**config.mk**
```make
export PLATFORM = sky130hd
export DESIGN_NAME = decode_exec
export DESIGN_NICKNAME = d
export VERILOG_FILES = /design/src/rtl/decode_exec.sv
export SDC_FILE = /design/constraint.sdc
export NUM_CORES = 1
export LEC_CHECK = 0
export ABC_AREA = 1
export CAP_MARGIN = 40
export CORE_ASPECT_RATIO = 1.4
export CORE_MARGIN = 3
export CORE_UTILIZATION = 45
export CTS_BUF_LIST = sky130_fd_sc_hd__clkbuf_8
export DETAILED_ROUTE_END_ITERATION = 16
export PLACE_DENSITY = 0.71
export SKIP_LAST_GASP = 1
export SLEW_MARGIN = 10
export SYNTH_ARGS = -nofsm -noshare
export SYNTH_HDL_FRONTEND = slang
export SYNTH_SLANG_ARGS = --single-unit
export TNS_END_PERCENT = 1
```
**constraint.sdc**
```tcl
create_clock -name clk -period 3.05 [get_ports clk]
set_input_delay 0.61 -clock clk [delete_from_list [all_inputs] [get_ports clk]]
set_output_delay 0.61 -clock clk [all_outputs]
set_load 0.01 [all_outputs]
```
**src/rtl/decode_exec.sv**
```systemverilog
// Decode/execute stage of the 8-bit ADDER core: drives pc into fetch, latches the
// returned instruction byte and executes it against an 8-bit accumulator.
module decode_exec #(
   parameter logic [7:0] RESET_PC = 8'h00
) (
   input  logic        clk,
   input  logic        reset,
   input  logic [7:0]  instruction,
   output logic [7:0]  pc,
   output logic [7:0]  acc,
   output logic        carry,
   output logic        zero,
   output logic [7:0]  out_data,
   output logic        out_valid,
   output logic        halted,
   output logic        illegal,
   output logic [15:0] retired
);

   typedef enum logic [1:0] {
      S_FETCH  = 2'd0,
      S_DECODE = 2'd1,
      S_EXEC   = 2'd2,
      S_HALT   = 2'd3
   } state_t;

   state_t      state_q, state_d;
   logic [7:0]  pc_q, pc_d;
   logic [7:0]  ir_q, ir_d;
   logic [7:0]  acc_q, acc_d;
   logic        carry_q, carry_d;
   logic        zero_q, zero_d;
   logic [7:0]  out_data_q, out_data_d;
   logic        out_valid_q, out_valid_d;
   logic        halted_q, halted_d;
   logic        illegal_q, illegal_d;
   logic [15:0] retired_q, retired_d;

   logic [3:0]  opc_s;
   logic [7:0]  op_s;
   logic [8:0]  sum_s;

   assign opc_s = ir_q[7:4];
   assign op_s  = {4'h0, ir_q[3:0]};

   // Next-state and datapath logic; flags only move on LDI/ADDI/SUBI.
   always_comb begin
      state_d     = state_q;
      pc_d        = pc_q;
      ir_d        = ir_q;
      acc_d       = acc_q;
      carry_d     = carry_q;
      zero_d      = zero_q;
      out_data_d  = out_data_q;
      out_valid_d = 1'b0;
      halted_d    = halted_q;
      illegal_d   = illegal_q;
      retired_d   = retired_q;
      sum_s       = {1'b0, acc_q} + {1'b0, op_s};

      case (state_q)
         S_FETCH: begin
            state_d = S_DECODE;
         end
         S_DECODE: begin
            ir_d    = instruction;
            state_d = S_EXEC;
         end
         S_EXEC: begin
            state_d   = S_FETCH;
            pc_d      = pc_q + 8'd1;
            retired_d = retired_q + 16'd1;
            case (opc_s)
               4'h0: begin
                  pc_d = pc_q + 8'd1;
               end
               4'h1: begin
                  acc_d  = op_s;
                  zero_d = (op_s == 8'h00);
               end
               4'h2: begin
                  acc_d   = sum_s[7:0];
                  carry_d = sum_s[8];
                  zero_d  = (sum_s[7:0] == 8'h00);
               end
               4'h3: begin
                  acc_d   = acc_q - op_s;
                  carry_d = (acc_q < op_s);
                  zero_d  = (acc_q == op_s);
               end
               4'h4: begin
                  pc_d = op_s;
               end
               4'h5: begin
                  // Uses the flag as left by the previous ALU op.
                  if (zero_q) begin
                     pc_d = op_s;
                  end else begin
                     pc_d = pc_q + 8'd1;
                  end
               end
               4'h7: begin
                  out_data_d  = acc_q;
                  out_valid_d = 1'b1;
               end
               4'hF: begin
                  pc_d     = pc_q;
                  state_d  = S_HALT;
                  halted_d = 1'b1;
               end
               default: begin
                  illegal_d = 1'b1;
               end
            endcase
         end
         S_HALT: begin
            state_d = S_HALT;
         end
         default: begin
            state_d = S_FETCH;
         end
      endcase
   end

   // State and output registers; reset clears everything without a clock.
   always_ff @(posedge clk or negedge reset) begin
      if (!reset) begin
         state_q     <= S_FETCH;
         pc_q        <= RESET_PC;
         ir_q        <= 8'h00;
         acc_q       <= 8'h00;
         carry_q     <= 1'b0;
         zero_q      <= 1'b0;
         out_data_q  <= 8'h00;
         out_valid_q <= 1'b0;
         halted_q    <= 1'b0;
         illegal_q   <= 1'b0;
         retired_q   <= 16'h0000;
      end else begin
         state_q     <= state_d;
         pc_q        <= pc_d;
         ir_q        <= ir_d;
         acc_q       <= acc_d;
         carry_q     <= carry_d;
         zero_q      <= zero_d;
         out_data_q  <= out_data_d;
         out_valid_q <= out_valid_d;
         halted_q    <= halted_d;
         illegal_q   <= illegal_d;
         retired_q   <= retired_d;
      end
   end

   assign pc        = pc_q;
   assign acc       = acc_q;
   assign carry     = carry_q;
   assign zero      = zero_q;
   assign out_data  = out_data_q;
   assign out_valid = out_valid_q;
   assign halted    = halted_q;
   assign illegal   = illegal_q;
   assign retired   = retired_q;

endmodule
```
=== Yosys cells after proc, flatten, opt, wreduce, memory -nomap -nowiden ===
Index checks and enable logic that the tools add are counted.

* Logic and storage cells: 51
* Register bits: 55
* Output and inout bits: 45
* Input bits: 10

* Equality and inequality tests: 11
* Bitwise operators: 2
* Reduce and logical (&&, ||, !) cells: 13
* Order comparisons: 1
* $add $sub $neg: 4
* Multiplexer cells: 9

{| class="wikitable"
|+ Operators by type and width
! cell !! number
|-
| $pmux 8 s3 || 2
|-
| $add 16x1->16 const B || 1
|-
| $logic_not 8->1 || 2
|-
| $eq 4x3->1 const B || 3
|-
| $reduce_and 2->1 || 6
|-
| $add 8x4->9 || 1
|-
| $add 8x1->8 const B || 1
|-
| $eq 4x2->1 const B || 2
|-
| $eq 8x4->1 || 1
|-
| $lt 8x4->1 || 1
|-
| $mux 8 || 1
|-
| $pmux 2 s4 || 1
|-
| $reduce_or 8->1 || 1
|-
| $sub 8x4->8 || 1
|-
| $eq 2x2->1 const B || 2
|-
| $eq 4x1->1 const B || 1
|-
| $eq 4x4->1 const B || 1
|-
| $logic_not 4->1 || 1
|-
| $pmux 1 s3 || 1
|-
| $reduce_bool 3->1 || 1
|-
| $eq 2x1->1 const B || 1
|-
| $logic_not 2->1 || 1
|-
| $mux 1 || 2
|-
| $mux 2 || 1
|-
| 3 further kinds || 4
|}

=== Longest topological paths before layout ===
Gate-level depths: netlist (run 1).

* Depth after elaboration: 4
* Mapped depth: 14
* Depth with buffers taken out: 13

=== Worst setup path before layout (run 1) ===
OpenSTA, ideal clock, no wires.

* Path type: reg2reg
* Start: reg acc_q[0], in the netlist acc[0]
* End: reg zero_q, in the netlist zero
* Arrival: 1868 ps
* Buffers on the path: 0
* Required time: 2973 ps
* Stages on the path, launching flop included: 9
* Slack: 1105 ps
* Period minus slack after synthesis: 1945 ps
* Setup time: 77 ps
* Cell sequence: dfrtp_1 -> ha_1 -> fa_1 -> or2_2 -> nor3_1 -> nand3_1 -> nor2_1 -> nand2_1 -> a21oi_1

* Word-level cells in the longest chain between the ends: 3
* Elaborated cells on any way between the ends: 4
* Classes of those cells: add/sub: 1; eq/ne: 1; mux: 1; reduce/logical: 1

{| class="wikitable"
|+ Ends and longest elaborated chain
! what !! RTL line !! text
|-
| start: declaration || 30 || <nowiki>logic [7:0] acc_q, acc_d;</nowiki>
|-
| start signal: assignment || 131 || <nowiki>acc_q <= 8'h00;</nowiki>
|-
| start signal: assignment || 143 || <nowiki>acc_q <= acc_d;</nowiki>
|-
| $add 8x4->9 || 59 || <nowiki>sum_s = {1'b0, acc_q} + {1'b0, op_s};</nowiki>
|-
| $logic_not 8->1 || 84 || <nowiki>zero_d = (sum_s[7:0] == 8'h00);</nowiki>
|-
| $pmux 1 s3 (*) || 73 || <nowiki>case (opc_s)</nowiki>
|-
| end signal: assignment || 145 || <nowiki>zero_q <= zero_d;</nowiki>
|-
| end: declaration || 32 || <nowiki>logic zero_q, zero_d;</nowiki>
|}

Every way passes the cells marked *; elsewhere a longest branch is shown, timed or not.
A chain may end at the register's enable or synchronous reset.

=== Final worst setup path (run 1) ===
* Start: reg acc_q[0], in the netlist acc[0]
* End: reg carry_q, in the netlist carry

* Word-level cells in the longest chain between the ends: 2
* Elaborated cells on any way between the ends: 3
* Classes of those cells: add/sub: 1; order compare: 1; mux: 1

{| class="wikitable"
|+ Ends and longest elaborated chain
! what !! RTL line !! text
|-
| $add 8x4->9 or $lt 8x4->1 (tied branches) || 59, 88 ||
|-
| $pmux 1 s2 (*) || 73 ||
|-
| end signal: assignment || 144 || <nowiki>carry_q <= carry_d;</nowiki>
|-
| end: declaration || 31 || <nowiki>logic carry_q, carry_d;</nowiki>
|}

Marked as above.

==> results of run 1 <==
-- final timing paths --
kind                                        to  slack, ns  cells past startpoint
min                        ir_q[1]$_DFFE_PN0N_       0.22                      1
max                          carry$_DFFE_PN0P_       0.96                     11
max in group asynchronous  ir_q[4]$_DFFE_PN0N_       2.18                      2
max reg2reg                  carry$_DFFE_PN0P_       0.96                     11
min reg2reg                illegal$_DFFE_PN0P_       0.48                      1
min in group clk           illegal$_DFFE_PN0P_       0.48                      1
-- power by group through the flow --
stage	logic, uW	registers, uW	clock network [uW]
4_1_cts	1880	1230	571
5_1_grt	2120	1260	603
3_5_place_dp	1870	1230	0
2_1_floorplan	1160	1240	0
3_3_place_gp	1840	1230	0
6_report	1860	1220	560
-- kinds of logic after synthesis --
group,count (synthesis)
simple gates,170
compound gates,59
flops,55
buf+inv,51
xor+xnor,18
fa+ha+maj,12
-- layout by cell type, fill, tap and decap left out, types with 5 or more instances in the layout --
cell	netlist	final
nor2_1	24	24
nor2_4	6	6
nand4_1	7	7
inv_1	40	41
nand2_2	6	6
a21oi_1	13	13
nor3_1	8	8
clkdlybuf4s50_1	0	53
nand2_1	89	89
xnor2_1	8	8
clkbuf_8	0	5
dfrtp_1	55	55
xor2_1	8	8
nand3_1	20	20
o21ai_0	33	33
inv_2	5	5
ha_1	10	10
-- layout make-up --
type | count | area, um2 | area share
inverter | 45 | 169 | 0.0443
timing repair buffer | 58 | 566 | 0.148
sequential | 55 | 1380 | 0.361
tap | 72 | 90.1 | 0.0237
clock inverter | 3 | 63.8 | 0.0168
clock buffer | 5 | 68.8 | 0.0181
multi-input combinational | 259 | 1480 | 0.387
-- sequential cells by signal (all words and copies together), names as in the netlist, 2 cells and up --
| signal | cells |
|---|---|
| state_q | 2 |
| pc | 8 |
| acc | 8 |
| out_data | 8 |
| retired | 16 |
| ir_q | 8 |
-- stage by stage --
stage	power (uW)	utilization	setup WS [ns]	std cells	hold WS [ns]
after global routing	3980	0.597	0.699	497	0.236
after detailed placement	3100	0.576	0.976	489	0.470
final	3650	0.597	0.963	497	0.221
after global placement	3080	0.575	1.04	488	0.465
after CTS	3670	0.597	0.941	497	0.225
after floorplan	2400	-	1.10	365	0.314
-- metal layers --
layer | up-vias | track usage | share of wire
met5 | - | 0 | 0
met4 | 0 | 0.0458 | 0.0088
met3 | 6 | 0.0261 | 0.038
met2 | 69 | 0.350 | 0.52
met1 | 1237 | 0.256 | 0.43
li1 | 1299 | - | -
==> flow_summary.yaml, run 1 <==
outcome:
  status: "finished, final reports clean"
floorplan:
  start_util: 0.478
  ios: 55
  fp-row-count: 34
  dieArea_mm2: 0.00781
  fp.dieW_um: 75.6
  die_y_um: 103
  core_area_mm2: 0.00638
clock_tree:
  cts.sinks: 55
  clock_latency_ns: 0.31
  cts_tree: "yes"
  clk_pin_slew_ns: 0.10
  clockBufferDepth: 2
  cts_hold_buf: 0
  ctsHtreeMaxLevel: 2
  postCtsResizedCells: 0
  postCtsSetupBuffers: 0
  cts-root-buf: "clkbuf_8"
  cts_buffers: 5
setup_path:
  cp.arrival_ns: 2.32
  crit_type: "reg -> reg"
  slowest_delay_ns: 0.40
  end_kind: "flop"
  required_ns: 3.28
  critical-path-top-delay-family: "adder cells"
  cp_max_fo: 3
  critical_path.slowest_cell: "dfrtp_1"
  r2r_start: "acc[0]$_DFFE_PN0P_"
  startpoint: "acc[0]$_DFFE_PN0P_"
  start_kind: "flop"
  path_cells: "inv_1 -> ha_1 -> inv_1 -> fa_1 -> nand2_1 -> inv_1 -> o21ai_0 -> nand2_1 -> nor2_1 -> nand2_1 -> a31oi_1"
  crit_buf_inv: 3
logic_synthesis:
  synth_top_area_cell: "dfrtp_1"
  synth.distinct_cells: 36
  synth_fa_ha_area_frac: 0.0542
  synth_edf_count: 0
  ys_ff_latch: 55
  yosysSeqAreaShare: 0.451
  synth-main-ff-cell: "dfrtp_1"
  async_flop_share: 1.00
  synth_simple_gate_area_frac: 0.265
  syn_area_per_cell_um2: 8.35
  syn_area_mm2: 0.00305
  synth_top_family_by_area: "simple AND/OR/NAND/NOR gates"
  netlist_top_cells_count: "89 x nand2_1, 55 x dfrtp_1, 40 x inv_1, 33 x o21ai_0, 24 x nor2_1"
  synth-xor-area-share: 0.0566
  synth_compound_area_frac: 0.108
  synth_area_leaders: "dfrtp_1 45%, nand2_1 11%, o21ai_0 5.4%"
  synth_most_common_cell: "nand2_1"
  synth_top_area_frac: 0.451
  synth_fp_nets: 387
  synth_warnings: 0
  synthMuxAreaShare: 0
  postSynthCellCount: 365
timing:
  final_hold_viol_count: 0
  skew_ns: 0.00834
  setup_violations: 0
  slew_headroom: 0.629
  fin_crit_sh: 0.684
  worst_pin_slew_ns: 0.554
  setup-tns-final_ns: 0
  rsz0062_at_grt: "false"
  fmax_mhz: 479
  slew_violations: 0
  min_period_ns: 2.09
pwr:
  switching_power_uw: 1600
  power_density_mw_per_mm2: 958
  peakVddDrop_mv: 0.561
  pwr-share-comb: 0.511
  p_int_uw: 2050
  p_leak_uw: 0.00180
  power_frac_seq: 0.336
  p_clk_frac: 0.153
  p_sw_frac: 0.439
detailed_routing:
  viasPerCell: 5.25
  first_iter_violations: 147
  wire_per_inst_um: 14.4
  wl_um: 7150
  first_pass_iters: 4
  vias: 2611
  ant_nets: 0
  drc: 0
global_route:
  grt_pass1_vias: 2557
  grt_overflow: 0
  grt_max_degree: 23
  grt_pass1_wl_um: 12100
  antenna_found_initial: 0
  grt_util_all_layers: 0.199
job:
  drv_cap: 0
final_layout:
  insertedDiodeCount: 0
  drive_above_1_share: 0.0965
  area_delta_synth_final_pct: 24.9
  final_nets: 446
  fin_area_mm2: 0.00381
  fill_cells: 620
placement:
  placed_area_mm2: 0.00368
  place_congestion: 0.956
  dpl.hpwl_um: 5580
  io_buffers: 54
worst_hold_path:
  hp-class: "in -> async"
(Power assumes the default switching activity.)
==> run 2: changes to the inputs <==
clock period = 2.15 ns   (was 3.05 ns; I/O delays follow)
==> flow_summary.yaml, run 2 (synthesis results as in run 1) <==
setup_path:
  cp_num_cells: 8
  end_kind: "flop"
  crit_type: "reg -> reg"
  r2r_cells: 8
  critical_path.slowest_cell: "fa_1"
  slowest_delay_ns: 0.45
  required_ns: 2.38
  path_cells: "ha_1 -> fa_1 -> or2_2 -> nor3_1 -> nand3_1 -> nor2_1 -> nand2_1 -> a21oi_1"
  startpoint: "acc[0]$_DFFE_PN0P_"
  start_kind: "flop"
  reg2reg_slack_ns: 0.08
  r2r_start: "acc[0]$_DFFE_PN0P_"
  crit_end: "zero$_DFFE_PN0P_"
  cp.arrival_ns: 2.30
  critical-path-top-delay-family: "simple AND/OR/NAND/NOR gates"
  cp_max_fo: 3
  r2r-end: "zero$_DFFE_PN0P_"
  crit_buf_inv: 0
floorplan:
  core_area_mm2: 0.00638
  dieArea_mm2: 0.00781
  fp.dieW_um: 75.6
  fp-row-count: 34
  ios: 55
  start_util: 0.478
  die_y_um: 103
outcome:
  status: "finished, final reports clean"
pwr:
  pwr-share-comb: 0.550
  p_int_uw: 2730
  p_leak_uw: 0.00179
  power_density_mw_per_mm2: 1320
  p_clk_frac: 0.110
  power_frac_seq: 0.339
  peakVddDrop_mv: 0.636
  switching_power_uw: 2310
  p_sw_frac: 0.458
timing:
  fin_crit_sh: 0.962
  setup_violations: 0
  slew_violations: 0
  rsz0062_at_grt: "true"
  fmax_mhz: 484
  final_hold_viol_count: 0
  min_period_ns: 2.07
  slew_headroom: 0.648
  hold_ws_ns: 0.0831
  skew_ns: 0.00927
  setup-tns-final_ns: 0
  worst_pin_slew_ns: 0.527
final_layout:
  final_common_cell: "nand2_1"
  fin_util: 0.595
  drive_above_1_share: 0.105
  insertedDiodeCount: 0
  layout_common_cells: "89 x nand2_1, 55 x dfrtp_1, 53 x clkdlybuf4s50_1, 41 x inv_1, 32 x o21ai_0"
  final_nets: 449
  area_delta_synth_final_pct: 24.6
  fill_cells: 588
  layout.cells.non_filler: 500
  largest_register_ffs: 16
job:
  drv_cap: 0
clock_tree:
  ctsHtreeMaxLevel: 2
  cts.sinks: 55
  cts_buffers: 5
  clock_latency_ns: 0.31
  cts_tree: "yes"
  cts-root-buf: "clkbuf_8"
  cts_hold_buf: 0
  clk_pin_slew_ns: 0.10
  clockBufferDepth: 2
placement:
  place_congestion: 0.935
  dpl.hpwl_um: 5620
  io_buffers: 54
  dp.cells: 492
global_route:
  antenna_found_initial: 0
  grt_overflow: 0
  grt_pass1_vias: 2576
  grt_util_all_layers: 0.198
  grt_max_degree: 35
  grt_pass1_wl_um: 12000
detailed_routing:
  viasPerCell: 5.22
  vias: 2610
  wire_per_inst_um: 14.4
  wl_um: 7210
  first_pass_iters: 4
  drc: 0
  ant_nets: 0
  first_iter_violations: 104
worst_hold_path:
  hp-class: "in -> async"
[run 2: metrics by stage]
step                      total power [uW]  cell area (um2)  setup slack, ns
after floorplan                       3400             3050            0.205
final                                 5030             3800           0.0818
after CTS                             5050             3800           0.0195
after detailed placement              4480             3710           0.0559
after global placement                4450             3710            0.126
after global routing                  5510             3800         -0.00306
[run 2: what timing repair did]
| action | 4_1_cts | 5_1_grt |
|---|---|---|
| setup buffers | 0 | 0 |
| setup endpoints to repair | 0 | 4 |
| endpoints found under the hold margin | 0 | 0 |
| gates resized for setup | 0 | 2 |
[run 2: routing by layer]
metal | global-route usage | wire [um] | share of wire | vias up
met2 | 0.355 | 3780 | 0.52 | 51
met4 | 0.0565 | 109 | 0.015 | 0
met3 | 0.0271 | 205 | 0.028 | 9
met5 | 0 | 0 | 0 | -
li1 | - | - | - | 1302
met1 | 0.243 | 3120 | 0.43 | 1248
[run 2: how the worst min path moves through the flow]
stage | startpoint | to | slack [ns] | cells past startpoint
2_1_floorplan | reset | acc[0]$_DFFE_PN0P_ | 0.13 | 0
3_3_place_gp | reset | pc[5]$_DFFE_PN0P_ | 0.44 | 1
3_5_place_dp | reset | pc[5]$_DFFE_PN0P_ | 0.44 | 1
4_1_cts | reset | pc[5]$_DFFE_PN0P_ | 0.1 | 1
5_1_grt | reset | pc[5]$_DFFE_PN0P_ | 0.11 | 1
6_report | reset | pc[5]$_DFFE_PN0P_ | 0.08 | 1
[run 2: cell type report]
class | count | area [um2] | share of cell area
multi-input cells | 259 | 1480 | 0.389
flip-flops and latches | 55 | 1380 | 0.362
repair buffers | 61 | 601 | 0.158
inverters | 45 | 169 | 0.0445
well taps | 72 | 90.1 | 0.0237
clock buffers | 5 | 68.8 | 0.0181
clock inverters | 3 | 16.3 | 0.00428
[run 2: power groups by stage]
stage | Combinational (uW) | Clock, uW | Sequential (uW)
2_1_floorplan | 1640 | 0 | 1760
3_3_place_gp | 2740 | 0 | 1710
3_5_place_dp | 2750 | 0 | 1720
4_1_cts | 2780 | 574 | 1710
5_1_grt | 3140 | 614 | 1760
6_report | 2770 | 556 | 1710
